--- config.mk ---
export PLATFORM = sky130hd
export DESIGN_NAME = decode_stage
export DESIGN_NICKNAME = d
export VERILOG_FILES = /design/src/rtl/decode_stage.sv
export SDC_FILE = /design/constraint.sdc
export NUM_CORES = 1
export LEC_CHECK = 0
export CAP_MARGIN = 20
export CORE_MARGIN = 3
export CORE_UTILIZATION = 45
export CTS_CLUSTER_SIZE = 8
export DETAILED_ROUTE_END_ITERATION = 12
export PLACE_DENSITY_LB_ADDON = 0.15
export SYNTH_ARGS = -nofsm -noshare
export SYNTH_HDL_FRONTEND = slang
export SYNTH_SLANG_ARGS = --single-unit
export TNS_END_PERCENT = 1
--- constraint.sdc ---
create_clock -name clk -period 3.1 [get_ports clk]
set_input_delay 0.62 -clock clk [delete_from_list [all_inputs] [get_ports clk]]
set_output_delay 0.62 -clock clk [all_outputs]
set_load 0.05 [all_outputs]
--- src/rtl/decode_stage.sv ---
`default_nettype none
// ============================================================================
// Module   : decode_stage
// Purpose  : Registered RV32I/RV64I decode stage with valid/ready handshake,
//            one-entry skid buffer and flush. Optional illegal-instruction
//            detection is enabled by defining DECODE_ILLEGAL_DETECT_EN.
// Revision : 1.0 - initial release
// ============================================================================
module decode_stage #(
    parameter int  N               = 32,
    parameter int  REG_W           = 5,
    localparam int ALU_FUNCT_WIDTH = 4
) (
    input  logic                       clk,
    input  logic                       rst,
    input  logic                       flush,
    input  logic                       in_valid,
    output logic                       in_ready,
    input  logic [31:0]                in_instr,
    input  logic [N-1:0]               in_pc,
    output logic                       out_valid,
    input  logic                       out_ready,
    output logic [N-1:0]               out_pc,
    output logic [ALU_FUNCT_WIDTH-1:0] alu_funct,
    output logic [REG_W-1:0]           rs1,
    output logic [REG_W-1:0]           rs2,
    output logic [REG_W-1:0]           rd,
    output logic [N-1:0]               immed,
    output logic                       alu_src_imm,
    output logic                       reg_write,
    output logic                       is_load,
    output logic                       is_store,
    output logic                       is_branch,
    output logic                       is_jal,
    output logic                       is_jalr,
    output logic                       is_lui,
    output logic                       is_auipc,
    output logic                       illegal,
    output logic [7:0]                 illegal_count
);

    localparam logic [ALU_FUNCT_WIDTH-1:0] ALU_FUNCT_ADD  = 4'd0;
    localparam logic [ALU_FUNCT_WIDTH-1:0] ALU_FUNCT_SUB  = 4'd1;
    localparam logic [ALU_FUNCT_WIDTH-1:0] ALU_FUNCT_AND  = 4'd2;
    localparam logic [ALU_FUNCT_WIDTH-1:0] ALU_FUNCT_OR   = 4'd3;
    localparam logic [ALU_FUNCT_WIDTH-1:0] ALU_FUNCT_XOR  = 4'd4;
    localparam logic [ALU_FUNCT_WIDTH-1:0] ALU_FUNCT_SLT  = 4'd5;
    localparam logic [ALU_FUNCT_WIDTH-1:0] ALU_FUNCT_SLTU = 4'd6;
    localparam logic [ALU_FUNCT_WIDTH-1:0] ALU_FUNCT_SLL  = 4'd7;
    localparam logic [ALU_FUNCT_WIDTH-1:0] ALU_FUNCT_SRL  = 4'd8;
    localparam logic [ALU_FUNCT_WIDTH-1:0] ALU_FUNCT_SRA  = 4'd9;

    localparam logic [6:0] OPCODE_LUI     = 7'b0110111;
    localparam logic [6:0] OPCODE_AUIPC   = 7'b0010111;
    localparam logic [6:0] OPCODE_JAL     = 7'b1101111;
    localparam logic [6:0] OPCODE_JALR    = 7'b1100111;
    localparam logic [6:0] OPCODE_BRANCH  = 7'b1100011;
    localparam logic [6:0] OPCODE_LOAD    = 7'b0000011;
    localparam logic [6:0] OPCODE_STORE   = 7'b0100011;
    localparam logic [6:0] OPCODE_ALU_IMM = 7'b0010011;
    localparam logic [6:0] OPCODE_ALU_REG = 7'b0110011;

    localparam logic [2:0] FUNCT3_ADD  = 3'b000;
    localparam logic [2:0] FUNCT3_SLL  = 3'b001;
    localparam logic [2:0] FUNCT3_SLT  = 3'b010;
    localparam logic [2:0] FUNCT3_SLTU = 3'b011;
    localparam logic [2:0] FUNCT3_XOR  = 3'b100;
    localparam logic [2:0] FUNCT3_SRL  = 3'b101;
    localparam logic [2:0] FUNCT3_OR   = 3'b110;
    localparam logic [2:0] FUNCT3_AND  = 3'b111;

    localparam logic [6:0] FUNCT7_BASE = 7'b0000000;
    localparam logic [6:0] FUNCT7_ALT1 = 7'b0100000;

    localparam int SHAMT_W = $clog2(N);

    typedef struct packed {
        logic [N-1:0]               pc;
        logic [ALU_FUNCT_WIDTH-1:0] alu_funct;
        logic [REG_W-1:0]           rs1;
        logic [REG_W-1:0]           rs2;
        logic [REG_W-1:0]           rd;
        logic [N-1:0]               immed;
        logic                       alu_src_imm;
        logic                       reg_write;
        logic                       is_load;
        logic                       is_store;
        logic                       is_branch;
        logic                       is_jal;
        logic                       is_jalr;
        logic                       is_lui;
        logic                       is_auipc;
`ifdef DECODE_ILLEGAL_DETECT_EN
        logic                       illegal;
`endif
    } dec_t;

    logic [6:0]  opcode;
    logic [2:0]  funct3;
    logic [6:0]  funct7;
    logic [6:0]  funct7_eff;
    logic        is_alu_reg;
    logic        is_alu_imm;
    logic        is_shift_imm;
    logic [31:0] imm32;
    dec_t        dec;

    assign opcode       = in_instr[6:0];
    assign funct3       = in_instr[14:12];
    assign funct7       = in_instr[31:25];
    assign is_alu_reg   = (opcode == OPCODE_ALU_REG);
    assign is_alu_imm   = (opcode == OPCODE_ALU_IMM);
    assign is_shift_imm = is_alu_imm && (funct3 == FUNCT3_SLL || funct3 == FUNCT3_SRL);
    // RV64 shift-immediates use instr[25] as the sixth shamt bit
    assign funct7_eff   = (N == 64 && is_alu_imm) ? {funct7[6:1], 1'b0} : funct7;

    always_comb begin
        dec           = '0;
        dec.pc        = in_pc;
        dec.rs1       = REG_W'(in_instr[19:15]);
        dec.rs2       = REG_W'(in_instr[24:20]);
        dec.rd        = REG_W'(in_instr[11:7]);
        dec.alu_funct = ALU_FUNCT_ADD;
        if (is_alu_reg || is_alu_imm) begin
            case (funct3)
                FUNCT3_ADD:  dec.alu_funct = (is_alu_reg && funct7 == FUNCT7_ALT1) ? ALU_FUNCT_SUB
                                                                                   : ALU_FUNCT_ADD;
                FUNCT3_SLL:  dec.alu_funct = ALU_FUNCT_SLL;
                FUNCT3_SLT:  dec.alu_funct = ALU_FUNCT_SLT;
                FUNCT3_SLTU: dec.alu_funct = ALU_FUNCT_SLTU;
                FUNCT3_XOR:  dec.alu_funct = ALU_FUNCT_XOR;
                FUNCT3_SRL:  begin
                    if (funct7_eff == FUNCT7_BASE)      dec.alu_funct = ALU_FUNCT_SRL;
                    else if (funct7_eff == FUNCT7_ALT1) dec.alu_funct = ALU_FUNCT_SRA;
                end
                FUNCT3_OR:   dec.alu_funct = ALU_FUNCT_OR;
                FUNCT3_AND:  dec.alu_funct = ALU_FUNCT_AND;
            endcase
            if (is_alu_reg && funct7 != FUNCT7_BASE && funct7 != FUNCT7_ALT1)
                dec.alu_funct = ALU_FUNCT_ADD;
        end

        case (opcode)
            OPCODE_ALU_IMM, OPCODE_LOAD, OPCODE_JALR:
                imm32 = {{20{in_instr[31]}}, in_instr[31:20]};
            OPCODE_STORE:
                imm32 = {{20{in_instr[31]}}, in_instr[31:25], in_instr[11:7]};
            OPCODE_BRANCH:
                imm32 = {{20{in_instr[31]}}, in_instr[7], in_instr[30:25], in_instr[11:8], 1'b0};
            OPCODE_LUI, OPCODE_AUIPC:
                imm32 = {in_instr[31:12], 12'b0};
            OPCODE_JAL:
                imm32 = {{12{in_instr[31]}}, in_instr[19:12], in_instr[20], in_instr[30:21], 1'b0};
            default:
                imm32 = '0;
        endcase
        dec.immed = is_shift_imm ? N'(in_instr[20 +: SHAMT_W]) : N'($signed(imm32));

        dec.is_load     = (opcode == OPCODE_LOAD);
        dec.is_store    = (opcode == OPCODE_STORE);
        dec.is_branch   = (opcode == OPCODE_BRANCH);
        dec.is_jal      = (opcode == OPCODE_JAL);
        dec.is_jalr     = (opcode == OPCODE_JALR);
        dec.is_lui      = (opcode == OPCODE_LUI);
        dec.is_auipc    = (opcode == OPCODE_AUIPC);
        dec.alu_src_imm = !(is_alu_reg || dec.is_branch);
        dec.reg_write   = (is_alu_reg || is_alu_imm || dec.is_load || dec.is_lui || dec.is_auipc
                           || dec.is_jal || dec.is_jalr) && (in_instr[11:7] != 5'd0);

`ifdef DECODE_ILLEGAL_DETECT_EN
        dec.illegal = !(opcode inside {OPCODE_LUI, OPCODE_AUIPC, OPCODE_JAL, OPCODE_JALR,
                                       OPCODE_BRANCH, OPCODE_LOAD, OPCODE_STORE,
                                       OPCODE_ALU_IMM, OPCODE_ALU_REG})
                   || (is_alu_reg && funct7 != FUNCT7_BASE && funct7 != FUNCT7_ALT1)
                   || (is_alu_reg && funct7 == FUNCT7_ALT1
                       && funct3 != FUNCT3_ADD && funct3 != FUNCT3_SRL)
                   || (is_shift_imm && funct3 == FUNCT3_SLL && funct7_eff != FUNCT7_BASE)
                   || (is_shift_imm && funct3 == FUNCT3_SRL
                       && funct7_eff != FUNCT7_BASE && funct7_eff != FUNCT7_ALT1);
        if (dec.illegal) begin
            dec.reg_write = 1'b0;
            dec.is_load   = 1'b0;
            dec.is_store  = 1'b0;
        end
`endif
    end

    logic in_ready_q,   in_ready_d;
    logic out_valid_q,  out_valid_d;
    logic skid_valid_q, skid_valid_d;
    dec_t out_q,        out_d;
    dec_t skid_q,       skid_d;
    logic accept;

    assign accept = in_valid && in_ready_q && !flush;

    always_comb begin
        out_valid_d  = out_valid_q;
        skid_valid_d = skid_valid_q;
        out_d        = out_q;
        skid_d       = skid_q;
        if (flush) begin
            out_valid_d  = 1'b0;
            skid_valid_d = 1'b0;
        end else if (!out_valid_q || out_ready) begin
            if (skid_valid_q) begin
                out_d        = skid_q;
                out_valid_d  = 1'b1;
                skid_valid_d = accept;
                if (accept) skid_d = dec;
            end else begin
                out_valid_d = accept;
                if (accept) out_d = dec;
            end
        end else if (accept) begin
            // in_ready_q guarantees the skid slot is free here
            skid_d       = dec;
            skid_valid_d = 1'b1;
        end
        in_ready_d = !skid_valid_d;
    end

`ifdef DECODE_ILLEGAL_DETECT_EN
    logic [7:0] illegal_count_q, illegal_count_d;

    always_comb begin
        illegal_count_d = illegal_count_q;
        if (out_valid_q && out_ready && out_q.illegal && illegal_count_q != 8'hFF)
            illegal_count_d = illegal_count_q + 8'd1;
    end

    always_ff @(posedge clk) begin
        if (rst) illegal_count_q <= '0;
        else     illegal_count_q <= illegal_count_d;
    end

    assign illegal       = out_q.illegal;
    assign illegal_count = illegal_count_q;
`else
    assign illegal       = 1'b0;
    assign illegal_count = 8'd0;
`endif

    always_ff @(posedge clk) begin
        if (rst) begin
            in_ready_q   <= 1'b1;
            out_valid_q  <= 1'b0;
            skid_valid_q <= 1'b0;
            out_q        <= '0;
            skid_q       <= '0;
        end else begin
            in_ready_q   <= in_ready_d;
            out_valid_q  <= out_valid_d;
            skid_valid_q <= skid_valid_d;
            out_q        <= out_d;
            skid_q       <= skid_d;
        end
    end

    assign in_ready    = in_ready_q;
    assign out_valid   = out_valid_q;
    assign out_pc      = out_q.pc;
    assign alu_funct   = out_q.alu_funct;
    assign rs1         = out_q.rs1;
    assign rs2         = out_q.rs2;
    assign rd          = out_q.rd;
    assign immed       = out_q.immed;
    assign alu_src_imm = out_q.alu_src_imm;
    assign reg_write   = out_q.reg_write;
    assign is_load     = out_q.is_load;
    assign is_store    = out_q.is_store;
    assign is_branch   = out_q.is_branch;
    assign is_jal      = out_q.is_jal;
    assign is_jalr     = out_q.is_jalr;
    assign is_lui      = out_q.is_lui;
    assign is_auipc    = out_q.is_auipc;

endmodule
`default_nettype wire

==> impl_metrics.py <==
metrics = {
    "worst_setup_path": {
        "crit_fanout": 20,
        "required_ns": 3.42,
        "r2r_end": "is_branch$_SDFFE_PP0P_",
        "reg2reg_depth": 5,
        "startpoint_type": "input pin",
        "critical_path_arrival_ns": 2.77,
        "crit_path_end_kind": "register",
        "timing.rr.start": "skid_valid_q$_SDFF_PP0_",
        "r2r_setup_slack_ns": 0.96,
        "crit_type": "input pin to register",
    },
    "detailed_routing": {
        "drc": 0,
        "totalWireLength_um": 24200,
        "wire_per_inst_um": 18.3,
        "via_per_inst": 5.85,
        "drtAntennaViolNets": 0,
        "vias": 7734,
        "firstDrtPassIters": 5,
        "drtIter0Drc": 638,
    },
    "min_path": {
        "worstHoldStart": "skid_q[82]$_SDFFE_PP0P_",
        "whs_endpoint": "skid_q[82]$_SDFFE_PP0P_",
        "whs_path_depth": 2,
        "hold_path.class": "register to register",
    },
    "timing": {
        "holdWs_ns": 0.453,
        "worst_pin_slew_ns": 0.900,
        "fmax_ghz": 0.408,
        "maxSlewHeadroom": 0.400,
        "layout_min_cycle_time_ns": 2.45,
        "setup_viol": 0,
        "finalMaxSlewViolations": 0,
        "min_period_over_period": 0.790,
        "finClkSkew_ns": 0.00757,
        "finalSetupTns_ns": 0,
        "rsz0062_at_grt": "false",
        "hold_violations": 0,
    },
    "clock_tree": {
        "clkLatencyLatePin_ns": 0.43,
        "cts_tree": "built",
        "clk_pin_slew_ns": 0.07,
        "cts_buffer_depth": 2,
        "cts-root-buf": "clkbuf_16",
        "numCtsBuffers": 17,
        "cts_resized": 0,
        "ctsHoldBuffers": 0,
        "clock_sinks": 187,
        "cts_setup_buffers": 0,
        "htreeDepth": 4,
    },
    "yosys": {
        "synth.distinct_cells": 65,
        "netlist_area_um2": 8450,
        "synthCells": 953,
        "yosysMostFrequentCell": "dfxtp_1",
        "synth_common_cells": "187 x dfxtp_1, 126 x nand2_1, 80 x a21oi_1",
        "ys_ff_latch": 187,
        "synth_top_area_share": 0.443,
        "yosys_warnings": 0,
        "synth.largest_area_cell": "dfxtp_1",
        "yosysSeqAreaShare": 0.443,
        "avgSynthCellArea_um2": 8.86,
        "async_flop_share": 0,
        "synth_edf_count": 0,
        "synth-main-ff-cell": "dfxtp_1",
        "synthTopCellsByArea": "dfxtp_1 44%, mux2i_1 5.9%, nand2_1 5.6%",
    },
    "global_route": {
        "grt_max_degree": 74,
        "grt_usage": 0.233,
        "grt_antenna_before_repair": 0,
        "grt_first_pass_wirelength_um": 38600,
        "gr-total-overflow": 0,
        "grt_pass1_vias": 7303,
    },
    "floorplan": {
        "die_h_um": 143,
        "die_area_um2": 20500,
        "coreArea_um2": 18200,
        "start_util": 0.464,
        "ioPinCount": 172,
        "fp-row-count": 49,
        "dieWidth_um": 143,
    },
    "flow_run": {
        "maxCapViolCount": 0,
    },
    "placement": {
        "gp_congestion": 0.900,
        "dpl.hpwl_um": 15700,
        "port_buffers": 162,
    },
    "power_and_ir_drop": {
        "p_total_w": 0.00582,
        "p_leak_nw": 3.51,
        "powerDensity_nw_per_um2": 531,
        "irDropWorstVdd_mv": 0.379,
    },
    "finish": {
        "antennaDiodeCount": 0,
        "layout.nets": 1148,
        "drive_gt1_frac": 0.101,
        "area_growth_syn_to_layout_pct": 29.7,
    },
    "run_status": {
        "status": "completed",
    },
}
critical path: stages:
cell	delay, ns
clkdlybuf4s50_1	0.76
nand2b_1	0.17
o21ai_0	0.48
o21ai_2	0.08
buf_4	0.25
a2111oi_2	0.40
cell type report:
type | instances | area (um^2)
fillers | 1636 | 7250
clock buffers | 24 | 512
multi-input cells | 653 | 4200
repair buffers | 206 | 2030
well taps | 229 | 287
flip-flops and latches | 187 | 3750
inverters | 14 | 52.6
clock inverters | 8 | 130
kinds of logic (layout without fill, tap and decap cells):
| group | Yosys count | in the layout | share of synthesized area |
|---|---|---|---|
| AND/OR/NAND/NOR | 304 | 304 | 0.171 |
| AO/OA/AOI/OAI | 286 | 286 | 0.255 |
| flip-flops | 187 | 187 | 0.443 |
| XOR/XNOR | 2 | 2 | 0.00207 |
| buffers and inverters | 121 | 252 | 0.0661 |
| multiplexers | 52 | 52 | 0.0619 |
| other | 1 | 9 | 0.000444 |
stage by stage:
step	instance area, um^2	cells	setup slack, ns	utilization
6_report	11000	1321	0.650	0.602
5_1_grt	11000	1321	0.564	0.602
4_1_cts	11000	1321	0.729	0.602
3_5_place_dp	10300	1289	0.293	0.567
3_3_place_gp	10300	1289	0.353	0.567
2_1_floorplan	8480	961	1.11	-
worst max-delay path by stage:
stage,start,to,slack [ns],depth (start not counted)
after global routing,in_instr[5],immed[21]$_SDFFE_PP0P_,0.56,6
after CTS,in_instr[5],immed[29]$_SDFFE_PP0P_,0.73,6
final,in_instr[5],immed[22]$_SDFFE_PP0P_,0.65,6
after global placement,in_instr[5],immed[28]$_SDFFE_PP0P_,0.35,6
after detailed placement,in_instr[5],immed[23]$_SDFFE_PP0P_,0.29,6
after floorplan,in_ready$_SDFF_PP1_,immed[11]$_SDFFE_PP0P_,1.11,5
state kept, by name, summed over array words and instances (netlist names), 4 cells and up:
name       count
alu_funct      4
immed         32
out_pc        32
rd             5
rs1            5
rs2            5
skid_q        92
metal layers:
| metal | routed length [um] | share of wire | global-route usage | up-vias |
|---|---|---|---|---|
| li1 | - | - | - | 3755 |
| met5 | 0 | 0 | 0 | - |
| met1 | 10700 | 0.44 | 0.313 | 3674 |
| met3 | 1750 | 0.072 | 0.0492 | 24 |
| met4 | 259 | 0.011 | 0.0590 | 0 |
| met2 | 11500 | 0.48 | 0.384 | 281 |
cells in the final DEF, fill, tap and decap left out, types with 6 or more instances in the layout:
master           Yosys  final
nor4_1              24     24
conb_1               1      9
buf_12               0      6
buf_4               16     38
mux2i_1             50     50
nand3_1             19     19
nand2_1            126    126
a2111oi_2           11     11
a31oi_1              8      8
inv_1               13     13
a2111o_1             9      9
clkdlybuf4s50_1      0    161
a22oi_1             24     24
clkbuf_16            0     17
a211o_1             10     10
a221oi_1            12     12
nor3_1              10     10
o21bai_1            11     11
nand4_1             21     21
a211oi_1            58     58
o2bb2ai_1           20     20
nor2_1              69     69
dfxtp_1            187    186
a21oi_1             80     79
clkbuf_8             0      6
o21ai_0              9      9
o31ai_1             12     12
report_power, final:
| part | switching (W) | total [W] | internal [W] |
|---|---|---|---|
| logic | 0.000617 | 0.000963 | 0.000347 |
| clock network | 0.000928 | 0.00233 | 0.00140 |
| registers | 0.0000418 | 0.00252 | 0.00248 |
(Power assumes the default switching activity.)
